==> config.mk <==
export PLATFORM = sky130hd
export DESIGN_NAME = matrix_index_counter
export DESIGN_NICKNAME = d
export VERILOG_FILES = /design/src/rtl/matrix_index_counter.sv
export SDC_FILE = /design/constraint.sdc
export NUM_CORES = 1
export LEC_CHECK = 0
export CAP_MARGIN = 20
export CORE_ASPECT_RATIO = 0.9
export CORE_MARGIN = 5
export CORE_UTILIZATION = 40
export DETAILED_ROUTE_END_ITERATION = 7
export PLACE_DENSITY = 0.77
export SLEW_MARGIN = 10
export SYNTH_ARGS = -nofsm -noshare
export SYNTH_HDL_FRONTEND = slang
export SYNTH_SLANG_ARGS = --single-unit
==> constraint.sdc <==
create_clock -name clock -period 2 [get_ports clock]
set_input_delay 0.6 -clock clock [delete_from_list [all_inputs] [get_ports clock]]
set_output_delay 0.6 -clock clock [all_outputs]
set_load 0.03 [all_outputs]
==> src/rtl/matrix_index_counter.sv <==
// Two-level (row, column) index counter that walks a matrix of run-time
// configurable size in row-major or column-major order.
//
// Ports:
//   clock        rising-edge clock
//   reset_n      asynchronous active-low reset
//   clear        synchronous clear of both indices (highest priority)
//   load_limits  capture row_count/col_count/col_major and zero the indices
//   row_count    requested number of rows (0 -> 1, above MAX_ROWS -> MAX_ROWS)
//   col_count    requested number of columns (0 -> 1, above MAX_COLS -> MAX_COLS)
//   col_major    traversal order: 0 = columns inner, 1 = rows inner
//   increment    advance one element
//   row_index    current row (registered)
//   col_index    current column (registered)
//   last_row     row_index is the last legal row
//   last_col     col_index is the last legal column
//   last_value   last_row & last_col
//   wrap         one-cycle registered pulse after the traversal completes
module matrix_index_counter #(
  parameter int unsigned ROW_W    = 2,
  parameter int unsigned COL_W    = 2,
  parameter int unsigned MAX_ROWS = 3,
  parameter int unsigned MAX_COLS = 3
) (
  input  logic             clock,
  input  logic             reset_n,
  input  logic             clear,
  input  logic             load_limits,
  input  logic [ROW_W-1:0] row_count,
  input  logic [COL_W-1:0] col_count,
  input  logic             col_major,
  input  logic             increment,
  output logic [ROW_W-1:0] row_index,
  output logic [COL_W-1:0] col_index,
  output logic             last_row,
  output logic             last_col,
  output logic             last_value,
  output logic             wrap
);

  // Elaboration-time legality checks on the parameters.
  if (MAX_ROWS < 1 || MAX_ROWS > (1 << ROW_W)) begin : g_bad_max_rows
    $error("matrix_index_counter: MAX_ROWS must be in 1..2**ROW_W");
  end
  if (MAX_COLS < 1 || MAX_COLS > (1 << COL_W)) begin : g_bad_max_cols
    $error("matrix_index_counter: MAX_COLS must be in 1..2**COL_W");
  end

  // Limits are one bit wider than the indices so that a full 2**W count fits.
  localparam logic [ROW_W:0] MaxRowsL = MAX_ROWS[ROW_W:0];
  localparam logic [COL_W:0] MaxColsL = MAX_COLS[COL_W:0];
  localparam logic [ROW_W:0] OneRowL  = (ROW_W+1)'(1);
  localparam logic [COL_W:0] OneColL  = (COL_W+1)'(1);

  logic [ROW_W-1:0] row_q, row_d;
  logic [COL_W-1:0] col_q, col_d;
  logic [ROW_W:0]   row_lim_q, row_lim_d;
  logic [COL_W:0]   col_lim_q, col_lim_d;
  logic             mode_q, mode_d;
  logic             wrap_q, wrap_d;

  logic [ROW_W:0]   row_cnt_ext, row_lim_new;
  logic [COL_W:0]   col_cnt_ext, col_lim_new;
  logic [ROW_W:0]   row_last_idx;
  logic [COL_W:0]   col_last_idx;

  // Flags depend only on registered state.
  always_comb begin
    row_last_idx = row_lim_q - OneRowL;
    col_last_idx = col_lim_q - OneColL;
    last_row     = ({1'b0, row_q} == row_last_idx);
    last_col     = ({1'b0, col_q} == col_last_idx);
    last_value   = last_row & last_col;
  end

  // Sanitise requested counts into the legal range 1..MAX.
  always_comb begin
    row_cnt_ext = {1'b0, row_count};
    col_cnt_ext = {1'b0, col_count};
    if (row_cnt_ext == '0) begin
      row_lim_new = OneRowL;
    end else if (row_cnt_ext > MaxRowsL) begin
      row_lim_new = MaxRowsL;
    end else begin
      row_lim_new = row_cnt_ext;
    end
    if (col_cnt_ext == '0) begin
      col_lim_new = OneColL;
    end else if (col_cnt_ext > MaxColsL) begin
      col_lim_new = MaxColsL;
    end else begin
      col_lim_new = col_cnt_ext;
    end
  end

  always_comb begin
    row_d     = row_q;
    col_d     = col_q;
    row_lim_d = row_lim_q;
    col_lim_d = col_lim_q;
    mode_d    = mode_q;
    wrap_d    = 1'b0;
    if (clear) begin
      row_d = '0;
      col_d = '0;
    end else if (load_limits) begin
      row_d     = '0;
      col_d     = '0;
      row_lim_d = row_lim_new;
      col_lim_d = col_lim_new;
      mode_d    = col_major;
    end else if (increment) begin
      if (!mode_q) begin
        // Row-major: columns are the inner dimension.
        if (!last_col) begin
          col_d = col_q + COL_W'(1);
        end else begin
          col_d = '0;
          if (!last_row) begin
            row_d = row_q + ROW_W'(1);
          end else begin
            row_d  = '0;
            wrap_d = 1'b1;
          end
        end
      end else begin
        // Column-major: rows are the inner dimension.
        if (!last_row) begin
          row_d = row_q + ROW_W'(1);
        end else begin
          row_d = '0;
          if (!last_col) begin
            col_d = col_q + COL_W'(1);
          end else begin
            col_d  = '0;
            wrap_d = 1'b1;
          end
        end
      end
    end
  end

  always_ff @(posedge clock or negedge reset_n) begin
    if (!reset_n) begin
      row_q     <= '0;
      col_q     <= '0;
      row_lim_q <= MaxRowsL;
      col_lim_q <= MaxColsL;
      mode_q    <= 1'b0;
      wrap_q    <= 1'b0;
    end else begin
      row_q     <= row_d;
      col_q     <= col_d;
      row_lim_q <= row_lim_d;
      col_lim_q <= col_lim_d;
      mode_q    <= mode_d;
      wrap_q    <= wrap_d;
    end
  end

  assign row_index = row_q;
  assign col_index = col_q;
  assign wrap      = wrap_q;

endmodule

Word-level counts from Yosys, hierarchy flattened --
Cells that the tools add are included. W data, S select, Z words.
Storage, ports and cells: logic and storage cells 44, flip-flop bits (word level) 12, output and inout bits 8, input bits 10
Operators by class: reduce and logical (&&, ||, !) cells 7, bitwise operators 2, add/subtract/negate cells 4, equality and inequality tests 3, mux-type cells 22
Operators with widths (count):
- $mux W2 | 14
- $mux W1 | 8
- $eq A2 B3 Y1 | 2
- $reduce_and A2 Y1 | 3
- $sub A3 B1 Y3 const B | 2
- $add A2 B1 Y2 const B | 2
- $logic_not A2 Y1 | 2
- $ne A4 B4 Y1 const B | 1
- $reduce_bool A4 Y1 | 1
- $reduce_bool A3 Y1 | 1
- $and A1 B1 Y1 | 1
- $not A1 Y1 | 1

Longest topological paths before layout --
depth in word-level cells 8, gate-level depth with buffers 6, mapped depth without buffers 6

Worst setup path before layout --
Ideal clock, no wire load.
path kind reg2out, from register col_lim_q[0], to output port last_value, path buffers 0, data required time 1.400 ns, arrival time 1.652 ns, stages on the path, launching flop included 6, slack -0.252 ns, cell sequence dfstp_2 inv_1 ha_1 xor2_2 nand2_2 nor4_4
On the way: cells in the longest elaborated chain, start to end 3
RTL lines:
- start: declaration | line 58 | logic [COL_W:0] col_lim_q, col_lim_d;
- start signal: assignment | line 148 | col_lim_q <= MaxColsL;
- start signal: assignment | line 155 | col_lim_q <= col_lim_d;
- $sub A3 B1 Y3 | line 70 | col_last_idx = col_lim_q - OneColL;
- $eq A2 B3 Y1 | line 72 | last_col = ({1'b0, col_q} == col_last_idx);
- $and A1 B1 Y1 | line 73 | last_value = last_row & last_col;
- end: declaration | line 37 | output logic last_value,
Every way passes these cells.

Worst setup path after layout --
Ends and elaborated chain as after synthesis.

==> results.sh <==
export IMPL_cts_buffer_depth=2
export IMPL_synth_avg_cell_area_sq_um=10.3
export IMPL_post_drt_wl_per_cell_um=14.5
export IMPL_drv_slew=0
export IMPL_cp_cell_sequence="inv_2, ha_4, xor2_2, nand2_2, nor4_4, buf_6"
export IMPL_fin_area_sq_um=990
export IMPL_viasPerCell=5.31
export IMPL_overflow=0
export IMPL_max_cap_violations=0
export IMPL_antenna_left=0
export IMPL_clkLatencyLatePin_ns=0.27
export IMPL_synth_cell_types=26
export IMPL_dr_total_vias=573
export IMPL_placed_cell_area_sq_um=896
export IMPL_cts_root_buf="clkbuf_4"
export IMPL_outcome="complete, but fails checks"
export IMPL_critPathRequiredTime_ns=1.40
export IMPL_ios=18
export IMPL_fillerInstances=123
export IMPL_grt_pass1_vias=595
export IMPL_finalWirelength_um=1570
export IMPL_p_leak_uw=0.000448
export IMPL_crit_type="flop to output pin"
export IMPL_die_x_um=51.7
export IMPL_min_period_over_period=1.21
export IMPL_nets=106
export IMPL_synth_fp_nets=73
export IMPL_holdCritPathClass="flop to flop"
export IMPL_mostFrequentLayoutCell="buf_4"
export IMPL_portBuffers=17
export IMPL_drive_gt1_frac=0.441
export IMPL_dieArea_sq_um=2460
export IMPL_ir_worst_vdd_mv=0.537
export IMPL_initial_core_util=0.428
export IMPL_hold_viol=0
export IMPL_p_per_area_nw_per_um2=818
export IMPL_start_kind="flop"
export IMPL_track_usage=0.154
export IMPL_syn_area_sq_um=627
export IMPL_final_cell_mix="11 x buf_4, 10 x clkdlybuf4s50_1, 6 x dfrtp_1"
export IMPL_areaGrowthSynthToFinish_pct=57.9
export IMPL_worst_pin_slew_ns=0.485
export IMPL_antenna_found_initial=0
export IMPL_critPathBufInv=2
export IMPL_hold_buffers=0
export IMPL_worst_slack_ns=-0.418
export IMPL_slowest_delay_ns=0.53
export IMPL_worst_ep_arrival_time_ns=1.82
export IMPL_dr_pass1_iters=4
export IMPL_p_total_uw=810
export IMPL_hpwl_um=1180
export IMPL_rows=13
export IMPL_synth_seq_cells=10
export IMPL_crit_fanout=2
export IMPL_period_needed_ns=2.42
export IMPL_grt_setup_unrepaired="true"
export IMPL_setup_viol=3
export IMPL_cts_sink_count=10
export IMPL_cp_slowest_cell="dfstp_2"
export IMPL_num_antenna_cells=0
export IMPL_cts_buffers=3
export IMPL_finClkSkew_ns=0.00535
export IMPL_place_gp_congestion=0.802
export IMPL_slew_headroom=0.676
export IMPL_path_clk_slew_ns=0.06
export IMPL_violations="setup timing"
export IMPL_utilization=0.676
export IMPL_core_area_sq_um=1460
export IMPL_drc_errors=0
export IMPL_die_y_um=47.6
export IMPL_initialDrtViolationCount=12
export IMPL_fmax_mhz=414
export IMPL_yosysSeqAreaShare=0.407
export IMPL_endpoint_kind="output pin"
export IMPL_critPathTopFamily="flip-flops"
export IMPL_h_tree_depth=1
export IMPL_grt_max_degree=11
export IMPL_syn_inst=61
export IMPL_cts_tree="done"
export IMPL_yosys_warnings=0
export IMPL_grt_pass1_wl_um=2600
-- metrics by stage --
step / hold slack, ns / worst slack, ns / TNS [ns] / std cells
2_1_floorplan: 0.304 / -0.192 / -0.354 / 61
4_1_cts: 0.591 / -0.444 / -1.17 / 107
3_3_place_gp: 0.538 / -0.137 / -0.253 / 100
3_5_place_dp: 0.575 / -0.242 / -0.443 / 100
5_1_grt: 0.625 / -0.503 / -1.38 / 108
6_report: 0.584 / -0.418 / -1.14 / 108
-- kinds of logic (layout without fill, tap and decap cells) --
logic type,after synthesis,count (layout),synth area share
compound gates,14,14,0.166
xor+xnor,4,4,0.0798
fa+ha+maj,2,2,0.0399
buf+inv,8,40,0.0499
flops,10,10,0.407
mux,3,3,0.0539
simple gates,20,20,0.204
-- flip-flops by register name (all words and copies together) (netlist names) --
signal,cells
col_index,2
col_lim_q,2
row_index,2
row_lim_q,2
mode_q,1
wrap,1
-- worst reg2reg max path, delay by kind of cell, from the launching register on --
kind                       cells  cell delay [ns]
adders and majority gates      1             0.24
buffers and inverters          2             0.18
DFF                            1             0.53
xor gates and xnor gates       1             0.15
AOI/OAI and AO/OA              3             0.58
-- repair_timing --
item                                    4_1_cts  5_1_grt
resized for setup                            14        1
endpoints found under the setup margin        7        3
pin swaps                                     3        0
cloned                                        0        0
hold endpoints to repair                      0        0
buffers inserted                              3        1
-- cells in the mapped netlist --
master	count	area (sq um)
nor2b_1	2	12.5
ha_1	2	25.0
a32o_2	1	11.3
mux2_2	3	33.8
o21ai_0	2	10.0
and3_1	1	6.26
buf_2	1	5.00
o311a_1	2	20.0
nor4_4	1	21.3
inv_1	7	26.3
a32o_1	1	10.0
xor2_2	2	32.5
nand2b_1	1	6.26
nor2_1	3	11.3
xor2_1	2	17.5
o21ai_1	2	10.0
nor3b_1	2	15.0
dfstp_2	4	105
nand2_1	3	11.3
o211ai_1	2	15.0
nand2_2	1	6.26
a31o_1	2	17.5
a21oi_1	2	10.0
dfrtp_1	6	150
nor3_1	4	20.0
nor4b_1	2	17.5
-- cell type report --
type	instances	area [sq um]	share of cell area
Inverter	7	26.3	0.0265
Multi-Input combinational cell	43	390	0.394
Sequential cell	10	255	0.258
Timing Repair Buffer	29	263	0.265
Tap cell	15	18.8	0.0190
Clock buffer	4	36.3	0.0367
-- layer usage --
metal	share of wire	track usage	vias up
li1	-	-	283
met1	0.40	0.159	263
met2	0.51	0.277	21
met3	0.066	0.0623	6
met4	0.025	0.0838	0
met5	0	0	-
-- report_power, final --
part / switching (uW) / total, uW / internal (uW)
Sequential: 17.6 / 246 / 228
Combinational: 187 / 379 / 192
Clock: 74.5 / 185 / 111
-- worst paths after layout --
path | from | to | slack, ns | depth (start not counted)
hold / removal | mode_q$_DFFE_PN0P_ | mode_q$_DFFE_PN0P_ | 0.58 | 1
min in group asynchronous | reset_n | col_index[0]$_DFFE_PN0P_ | 0.65 | 1
setup / recovery | col_lim_q[0]$_DFFE_PN1P_ | last_value | -0.42 | 6
hold reg to reg | mode_q$_DFFE_PN0P_ | mode_q$_DFFE_PN0P_ | 0.58 | 1
max in group asynchronous | reset_n | row_lim_q[0]$_DFFE_PN1P_ | 0.99 | 1
setup reg to reg | col_lim_q[1]$_DFFE_PN1P_ | row_index[1]$_DFFE_PN0P_ | 0.21 | 7
Power figures use the tool's default switching activity.
